`src/rtl/i2c_pkg.sv`:
```
// Shared I2C definitions: FSM state encoding, R/W bit values and the default
// EEPROM target address used by the master controller, the responder and benches.
package i2c_pkg;

  localparam logic [6:0] EEPROM_DEV_ADDR = 7'h50;

  localparam logic RW_WRITE = 1'b0;
  localparam logic RW_READ  = 1'b1;

  typedef enum logic [3:0] {
    ST_IDLE,
    ST_DEV_ADDR,
    ST_ACK_DEV,
    ST_WORD_ADDR,
    ST_ACK_WORD,
    ST_WR_DATA,
    ST_ACK_WR,
    ST_RD_DATA,
    ST_RD_ACK,
    ST_IGNORE
  } state_e;

endpackage

```
`src/rtl/i2c_bus_sync.sv`:
```
// SCL/SDA synchronizer with one-clk scl_rise/scl_fall and START/STOP pulses.
// SYNC_STAGES must be at least 2.
module i2c_bus_sync #(
  parameter int SYNC_STAGES = 2
) (
  input  logic clk,
  input  logic rst_n,
  input  logic i_scl,
  input  logic i_sda,
  output logic o_sda,
  output logic o_scl_rise,
  output logic o_scl_fall,
  output logic o_start,
  output logic o_stop
);

  logic [SYNC_STAGES-1:0] r_scl_sync;
  logic [SYNC_STAGES-1:0] r_sda_sync;
  logic                   r_scl_q;
  logic                   r_sda_q;
  logic                   w_scl;
  logic                   w_sda;

  assign w_scl = r_scl_sync[SYNC_STAGES-1];
  assign w_sda = r_sda_sync[SYNC_STAGES-1];

  // Reset to the idle-bus level so release of reset never looks like an edge.
  always_ff @(posedge clk or negedge rst_n) begin
    if (!rst_n) begin
      r_scl_sync <= '1;
      r_sda_sync <= '1;
      r_scl_q    <= 1'b1;
      r_sda_q    <= 1'b1;
    end else begin
      // NOTE: non-blocking assignments make every stage sample the old value of
      // the previous one, which is what turns this into a real shift chain.
      r_scl_sync <= {r_scl_sync[SYNC_STAGES-2:0], i_scl};
      r_sda_sync <= {r_sda_sync[SYNC_STAGES-2:0], i_sda};
      r_scl_q    <= w_scl;
      r_sda_q    <= w_sda;
    end
  end

  assign o_sda      = w_sda;
  assign o_scl_rise = w_scl & ~r_scl_q;
  assign o_scl_fall = ~w_scl & r_scl_q;
  assign o_start    = r_scl_q & w_scl & r_sda_q & ~w_sda;
  assign o_stop     = r_scl_q & w_scl & ~r_sda_q & w_sda;

endmodule

```
`src/rtl/i2c_slave_mem.sv`:
```
// I2C target emulating a 24xx02-style EEPROM on top of an external synchronous
// memory port; SDA is driven open-drain through sda_oe only.
module i2c_slave_mem
  import i2c_pkg::*;
#(
  parameter logic [6:0] DEV_ADDR    = EEPROM_DEV_ADDR,
  parameter int         ADDR_W      = 8,
  parameter int         SYNC_STAGES = 2
) (
  input  logic              clk,
  input  logic              rst_n,
  input  logic              scl_in,
  input  logic              sda_in,
  output logic              sda_oe,
  output logic [ADDR_W-1:0] mem_addr,
  output logic              mem_we,
  output logic [7:0]        mem_wdata,
  input  logic [7:0]        mem_rdata,
  output logic              busy
);

  localparam logic [ADDR_W-1:0] PTR_ONE = 1;

  logic w_sda;
  logic w_scl_rise;
  logic w_scl_fall;
  logic w_start;
  logic w_stop;
  logic [7:0] w_byte;

  state_e            r_state;
  logic [2:0]        r_bit_cnt;
  logic [6:0]        r_shift;
  logic [6:0]        r_tx;
  logic [7:0]        r_rd_byte;
  logic [1:0]        r_fetch;
  logic [ADDR_W-1:0] r_ptr;
  logic              r_rw;
  logic              r_ack_on;
  logic              r_sda_oe;
  logic              r_busy;
  logic              r_mem_we;
  logic [ADDR_W-1:0] r_mem_addr;
  logic [7:0]        r_mem_wdata;

  i2c_bus_sync #(
    .SYNC_STAGES(SYNC_STAGES)
  ) u_bus_sync (
    .clk        (clk),
    .rst_n      (rst_n),
    .i_scl      (scl_in),
    .i_sda      (sda_in),
    .o_sda      (w_sda),
    .o_scl_rise (w_scl_rise),
    .o_scl_fall (w_scl_fall),
    .o_start    (w_start),
    .o_stop     (w_stop)
  );

  assign w_byte = {r_shift, w_sda};

  always_ff @(posedge clk or negedge rst_n) begin
    if (!rst_n) begin
      r_state     <= ST_IDLE;
      r_bit_cnt   <= '0;
      r_shift     <= '0;
      r_tx        <= '0;
      r_rd_byte   <= '0;
      r_fetch     <= '0;
      r_ptr       <= '0;
      r_rw        <= RW_WRITE;
      r_ack_on    <= 1'b0;
      r_sda_oe    <= 1'b0;
      r_busy      <= 1'b0;
      r_mem_we    <= 1'b0;
      r_mem_addr  <= '0;
      r_mem_wdata <= '0;
    end else begin
      r_mem_we <= 1'b0;
      // Read fetch: address goes out, memory answers next clk, latched the clk after.
      r_fetch  <= {r_fetch[0], 1'b0};
      if (r_fetch[1]) r_rd_byte <= mem_rdata;

      if (w_start) begin
        r_state   <= ST_DEV_ADDR;
        r_bit_cnt <= '0;
        r_ack_on  <= 1'b0;
        r_sda_oe  <= 1'b0;
        r_busy    <= 1'b0;
      end else if (w_stop) begin
        r_state  <= ST_IDLE;
        r_ack_on <= 1'b0;
        r_sda_oe <= 1'b0;
        r_busy   <= 1'b0;
      end else begin
        unique case (r_state)
          ST_IDLE, ST_IGNORE: ;

          ST_DEV_ADDR, ST_WORD_ADDR, ST_WR_DATA: begin
            if (w_scl_rise) begin
              r_shift   <= w_byte[6:0];
              r_bit_cnt <= r_bit_cnt + 3'd1;
              if (r_bit_cnt == 3'd7) begin
                if (r_state == ST_DEV_ADDR) begin
                  if (w_byte[7:1] == DEV_ADDR) begin
                    r_state <= ST_ACK_DEV;
                    r_busy  <= 1'b1;
                    r_rw    <= w_byte[0];
                    if (w_byte[0] == RW_READ) begin
                      r_mem_addr <= r_ptr;
                      r_fetch    <= 2'b01;
                    end
                  end else begin
                    r_state <= ST_IGNORE;
                  end
                end else if (r_state == ST_WORD_ADDR) begin
                  r_ptr   <= w_byte[ADDR_W-1:0];
                  r_state <= ST_ACK_WORD;
                end else begin
                  r_mem_we    <= 1'b1;
                  r_mem_addr  <= r_ptr;
                  r_mem_wdata <= w_byte;
                  r_ptr       <= r_ptr + PTR_ONE;
                  r_state     <= ST_ACK_WR;
                end
              end
            end
          end

          // First scl_fall pulls SDA for the ACK, the second one ends the 9th clock.
          ST_ACK_DEV, ST_ACK_WORD, ST_ACK_WR: begin
            if (w_scl_fall) begin
              if (!r_ack_on) begin
                r_ack_on <= 1'b1;
                r_sda_oe <= 1'b1;
              end else begin
                r_ack_on <= 1'b0;
                r_sda_oe <= 1'b0;
                if (r_state == ST_ACK_DEV && r_rw == RW_READ) begin
                  r_state   <= ST_RD_DATA;
                  r_bit_cnt <= '0;
                  r_tx      <= r_rd_byte[6:0];
                  r_sda_oe  <= ~r_rd_byte[7];
                end else if (r_state == ST_ACK_DEV) begin
                  r_state <= ST_WORD_ADDR;
                end else begin
                  r_state <= ST_WR_DATA;
                end
              end
            end
          end

          ST_RD_DATA: begin
            if (w_scl_fall) begin
              r_bit_cnt <= r_bit_cnt + 3'd1;
              if (r_bit_cnt == 3'd7) begin
                r_sda_oe <= 1'b0;
                r_state  <= ST_RD_ACK;
              end else begin
                r_sda_oe <= ~r_tx[6];
                r_tx     <= {r_tx[5:0], 1'b0};
              end
            end
          end

          // r_ack_on here marks "master ACKed, next byte goes out on the coming fall".
          ST_RD_ACK: begin
            if (w_scl_rise && !r_ack_on) begin
              if (w_sda) begin
                r_state <= ST_IGNORE;
                r_busy  <= 1'b0;
              end else begin
                r_ptr      <= r_ptr + PTR_ONE;
                r_mem_addr <= r_ptr + PTR_ONE;
                r_fetch    <= 2'b01;
                r_ack_on   <= 1'b1;
              end
            end else if (w_scl_fall && r_ack_on) begin
              r_ack_on  <= 1'b0;
              r_state   <= ST_RD_DATA;
              r_bit_cnt <= '0;
              r_tx      <= r_rd_byte[6:0];
              r_sda_oe  <= ~r_rd_byte[7];
            end
          end

          default: r_state <= ST_IDLE;
        endcase
      end
    end
  end

  assign sda_oe    = r_sda_oe;
  assign mem_addr  = r_mem_addr;
  assign mem_we    = r_mem_we;
  assign mem_wdata = r_mem_wdata;
  assign busy      = r_busy;

endmodule

```
`config.mk`:
```
export PLATFORM = sky130hd
export DESIGN_NAME = i2c_slave_mem
export DESIGN_NICKNAME = d
export VERILOG_FILES = /design/src/rtl/i2c_pkg.sv /design/src/rtl/i2c_bus_sync.sv /design/src/rtl/i2c_slave_mem.sv
export SDC_FILE = /design/constraint.sdc
export NUM_CORES = 1
export LEC_CHECK = 0
export BUFFER_PORTS_ARGS = -buffer_cell sky130_fd_sc_hd__buf_2
export CORE_UTILIZATION = 45
export CTS_BUF_LIST = sky130_fd_sc_hd__clkbuf_8
export CTS_CLUSTER_SIZE = 14
export DETAILED_ROUTE_END_ITERATION = 10
export PLACE_DENSITY = 0.67
export SYNTH_ARGS = -nofsm -noshare
export SYNTH_HDL_FRONTEND = slang
export SYNTH_HIERARCHICAL = 1
export SYNTH_SLANG_ARGS = --single-unit
```
`constraint.sdc`:
```
create_clock -name clk -period 5.4 [get_ports clk]
set_input_delay 1.08 -clock clk [delete_from_list [all_inputs] [get_ports clk]]
set_output_delay 1.08 -clock clk [all_outputs]
set_load 0.05 [all_outputs]
```
==> impl_metrics.toml <==
[die]
dieWidth_um = 88.93
initial_utilization_pct = 46.64
die-height_um = 88.93
rows = 31
die_area_um2 = 7909
ios = 31
core-area_um2 = 7292

[place]
dpl.cell_count = 433
hpwl_mm = 4.619
gp_congestion = 0.8432
dpl_cell_area_um2 = 3601
io_buffers = 30
pre_cts_slack_ns = 2.483

[logic_synthesis]
ys.flop_type = "dfrtp_1"
yosysWarnings = 6
synth_edf_count = 0
syn_inst = 320
avgSynthCellArea_um2 = 10.63
synth-compound-area-share_pct = 13.02
syn_nets = 335
yosys.area_share.simple_pct = 16.78
muxShareOfSynthArea_pct = 14.46
synth_top_family_by_area = "simple AND/OR/NAND/NOR gates"
syn-cell-area_um2 = 3401
synthXorXnorAreaFrac_pct = 2.060
ys_seq_area_share_pct = 48.79
ys_ff_latch = 66
ys_types = 59
async_flop_share_pct = 100.0
synthAdderAreaFrac_pct = 1.398

[sta]
setup_ws_ns = 2.463
fin_tns_setup_ns = 0
fin_worst_skew_ns = 0.01120
finalSetupViolations = 0
fin_crit_sh_pct = 54.40
final_max_slew_viol_count = 0
max_freq_ghz = 0.3404
rsz0062_at_grt = "no"
fin_crit_ns = 2.937
max_slew_margin_pct = 39.42
worstMarginPinSlew_ns = 0.9018
hold_viol_final = 0

[routing]
drt_first_pass_iters = 4
viasPerCell = 5.552
drc_errors = 0
ant_nets = 0
via_count = 2493
routed_wl_mm = 6.814
avgRoutedWirePerCell_um = 15.18
drt_iter0_drc = 163

[global_route]
grt_usage_pct = 18.82
grt_max_degree = 67
grt-ovfl-total = 0
grt_antenna_before_repair = 0
grt_pass1_wl_mm = 11.09
grt_pass1_vias = 2206

[finish]
nFillCells = 679
fin_util_pct = 52.49
final_common_cell = "dfrtp_1"
final_area_um2 = 3827
regArea_um2 = 1659
area_growth_pct = 12.55
multiInputGateArea_um2 = 1623
drive_gt1_share_pct = 32.00
layout_common_cells = "dfrtp_1 (60), mux2_2 (41), nand2_1 (41)"
nets = 360
num_antenna_cells = 0
layout.cells.non_filler = 449

[run_status]
outcome = "finished, final reports clean"

[critical_path]
required_ns = 5.64
crit_arrival_ns = 3.18
critical_path.startpoint_type = "flop"
cp.buffers_inverters = 0
cp_slowest_stage_delay_ns = 0.74
crit_fanout = 22
cp-end-kind = "flop"
crit_family = "simple AND/OR/NAND/NOR gates"
path_cells = "or4b_1 -> or3_4 -> a211oi_4 -> o21ai_1 -> a22o_1"
crit_type = "reg -> reg"
slowest_stage = "or4b_1"

[power_and_ir_drop]
p_leak_nw = 1.816
pwr-share-comb_pct = 29.7
intPower_mw = 1.095
pwr-share-clk_pct = 27.6
seqPwrFrac_pct = 42.7
swShare_pct = 35.58
power_density_nw_per_um2 = 444.2
vdd_drop_max_mv = 0.2095
p_switching_uw = 605.0

[cts]
cts_buffers = 9
cts_setup_buffers = 0
clk_latency_ns = 0.35
cts_tree = "yes"
path_clk_slew_ns = 0.08
h-tree-depth = 3
cts_resized = 0
root_buffer = "clkbuf_8"
cts_hold_buf = 0
clock-sinks = 66
cts_buffer_depth = 2

[job]
cap_violations = 0

[worst_hold_path]
hold_path_class = "reg -> reg"
[registers in the layout, summed over array words and instances (netlist names)]
signal                 count
r_ptr                      8
busy                       1
r_rw                       1
u_bus_sync/r_sda_q         1
u_bus_sync/r_scl_sync      2
r_fetch                    2
mem_addr                   8
r_state                    4
r_tx                       7
u_bus_sync/r_sda_sync      2
r_rd_byte                  8
r_shift                    7
u_bus_sync/r_scl_q         1
mem_wdata                  8
mem_we                     1
sda_oe                     1
r_bit_cnt                  3
r_ack_on                   1
[worst paths after layout]
| kind | from | endpoint | slack [ns] | cells after the start |
|---|---|---|---|---|
| hold reg to reg | u_bus_sync/r_scl_sync[0]$_DFF_PN1_ | u_bus_sync/r_scl_sync[1]$_DFF_PN1_ | 0.36 | 0 |
| setup / recovery | r_state[1]$_DFFE_PN0P_ | r_ptr[4]$_DFFE_PN0P_ | 2.46 | 5 |
| max in group asynchronous | rst_n | sda_oe$_DFFE_PN0P_ | 3.93 | 2 |
| hold / removal | u_bus_sync/r_scl_sync[0]$_DFF_PN1_ | u_bus_sync/r_scl_sync[1]$_DFF_PN1_ | 0.36 | 0 |
| setup reg to reg | r_state[1]$_DFFE_PN0P_ | r_ptr[4]$_DFFE_PN0P_ | 2.46 | 5 |
| min in group asynchronous | rst_n | mem_addr[5]$_DFFE_PN0P_ | 0.89 | 2 |
[cell type report]
class / count / area share [%]
clock buffer: 10 / 3.596
tap: 99 / 3.236
multi-input combinational: 229 / 42.40
inverter: 6 / 0.5884
clock inverter: 6 / 2.321
sequential: 66 / 43.35
timing repair buffer: 33 / 4.511
[layer usage]
metal	GRT usage, %	wire, um	up-vias
li1	-	-	1196
met1	27.56	3351	1224
met2	26.78	3089	61
met3	3.601	246	12
met4	9.235	127	0
met5	0	0	-
[synthesized netlist by cell type, types with 2 or more instances]
| master | n | area share [%] |
|---|---|---|
| a21bo_2 | 2 | 0.59 |
| a21oi_1 | 18 | 2.6 |
| a221oi_1 | 2 | 0.52 |
| a22o_1 | 3 | 0.77 |
| a31oi_1 | 3 | 0.55 |
| and2_1 | 2 | 0.37 |
| and3_1 | 4 | 0.74 |
| and4b_1 | 2 | 0.59 |
| buf_1 | 3 | 0.33 |
| buf_6 | 3 | 0.99 |
| clkbuf_1 | 11 | 1.2 |
| dfrtp_1 | 60 | 44 |
| dfstp_2 | 6 | 4.6 |
| ha_1 | 3 | 1.1 |
| inv_1 | 6 | 0.66 |
| mux2_2 | 41 | 14 |
| mux2i_1 | 3 | 0.88 |
| nand2_1 | 41 | 4.5 |
| nand2b_1 | 4 | 0.74 |
| nand3_1 | 10 | 1.5 |
| nand4_1 | 6 | 1.1 |
| nand4b_1 | 3 | 0.77 |
| nor2_1 | 11 | 1.2 |
| nor2b_1 | 6 | 1.1 |
| nor3_1 | 7 | 1.0 |
| nor4b_1 | 2 | 0.52 |
| o21ai_0 | 13 | 1.9 |
| o21ai_1 | 2 | 0.29 |
| o22ai_1 | 4 | 0.74 |
| or2_2 | 4 | 0.74 |
| xnor2_1 | 7 | 1.8 |
[metrics by stage]
step	hold slack, ns	power, mW
after floorplan	0.3452	1.119
after global placement	0.3466	1.225
after detailed placement	0.3475	1.236
after CTS	0.3573	1.710
after global routing	0.3650	1.806
final	0.3559	1.700
[cells by family after synthesis]
family          Yosys count
flops                    66
fa+ha+maj                 4
mux                      44
compound gates           64
xor+xnor                  8
buf+inv                  25
simple gates            109
[power groups by stage]
stage	registers [mW]	logic, mW	clock network [mW]
after floorplan	0.678	0.440	0
after global placement	0.729	0.496	0
after detailed placement	0.733	0.503	0
after CTS	0.724	0.505	0.481
after global routing	0.746	0.557	0.503
final	0.726	0.505	0.470
No activity file was read; power rests on OpenSTA's default activity.
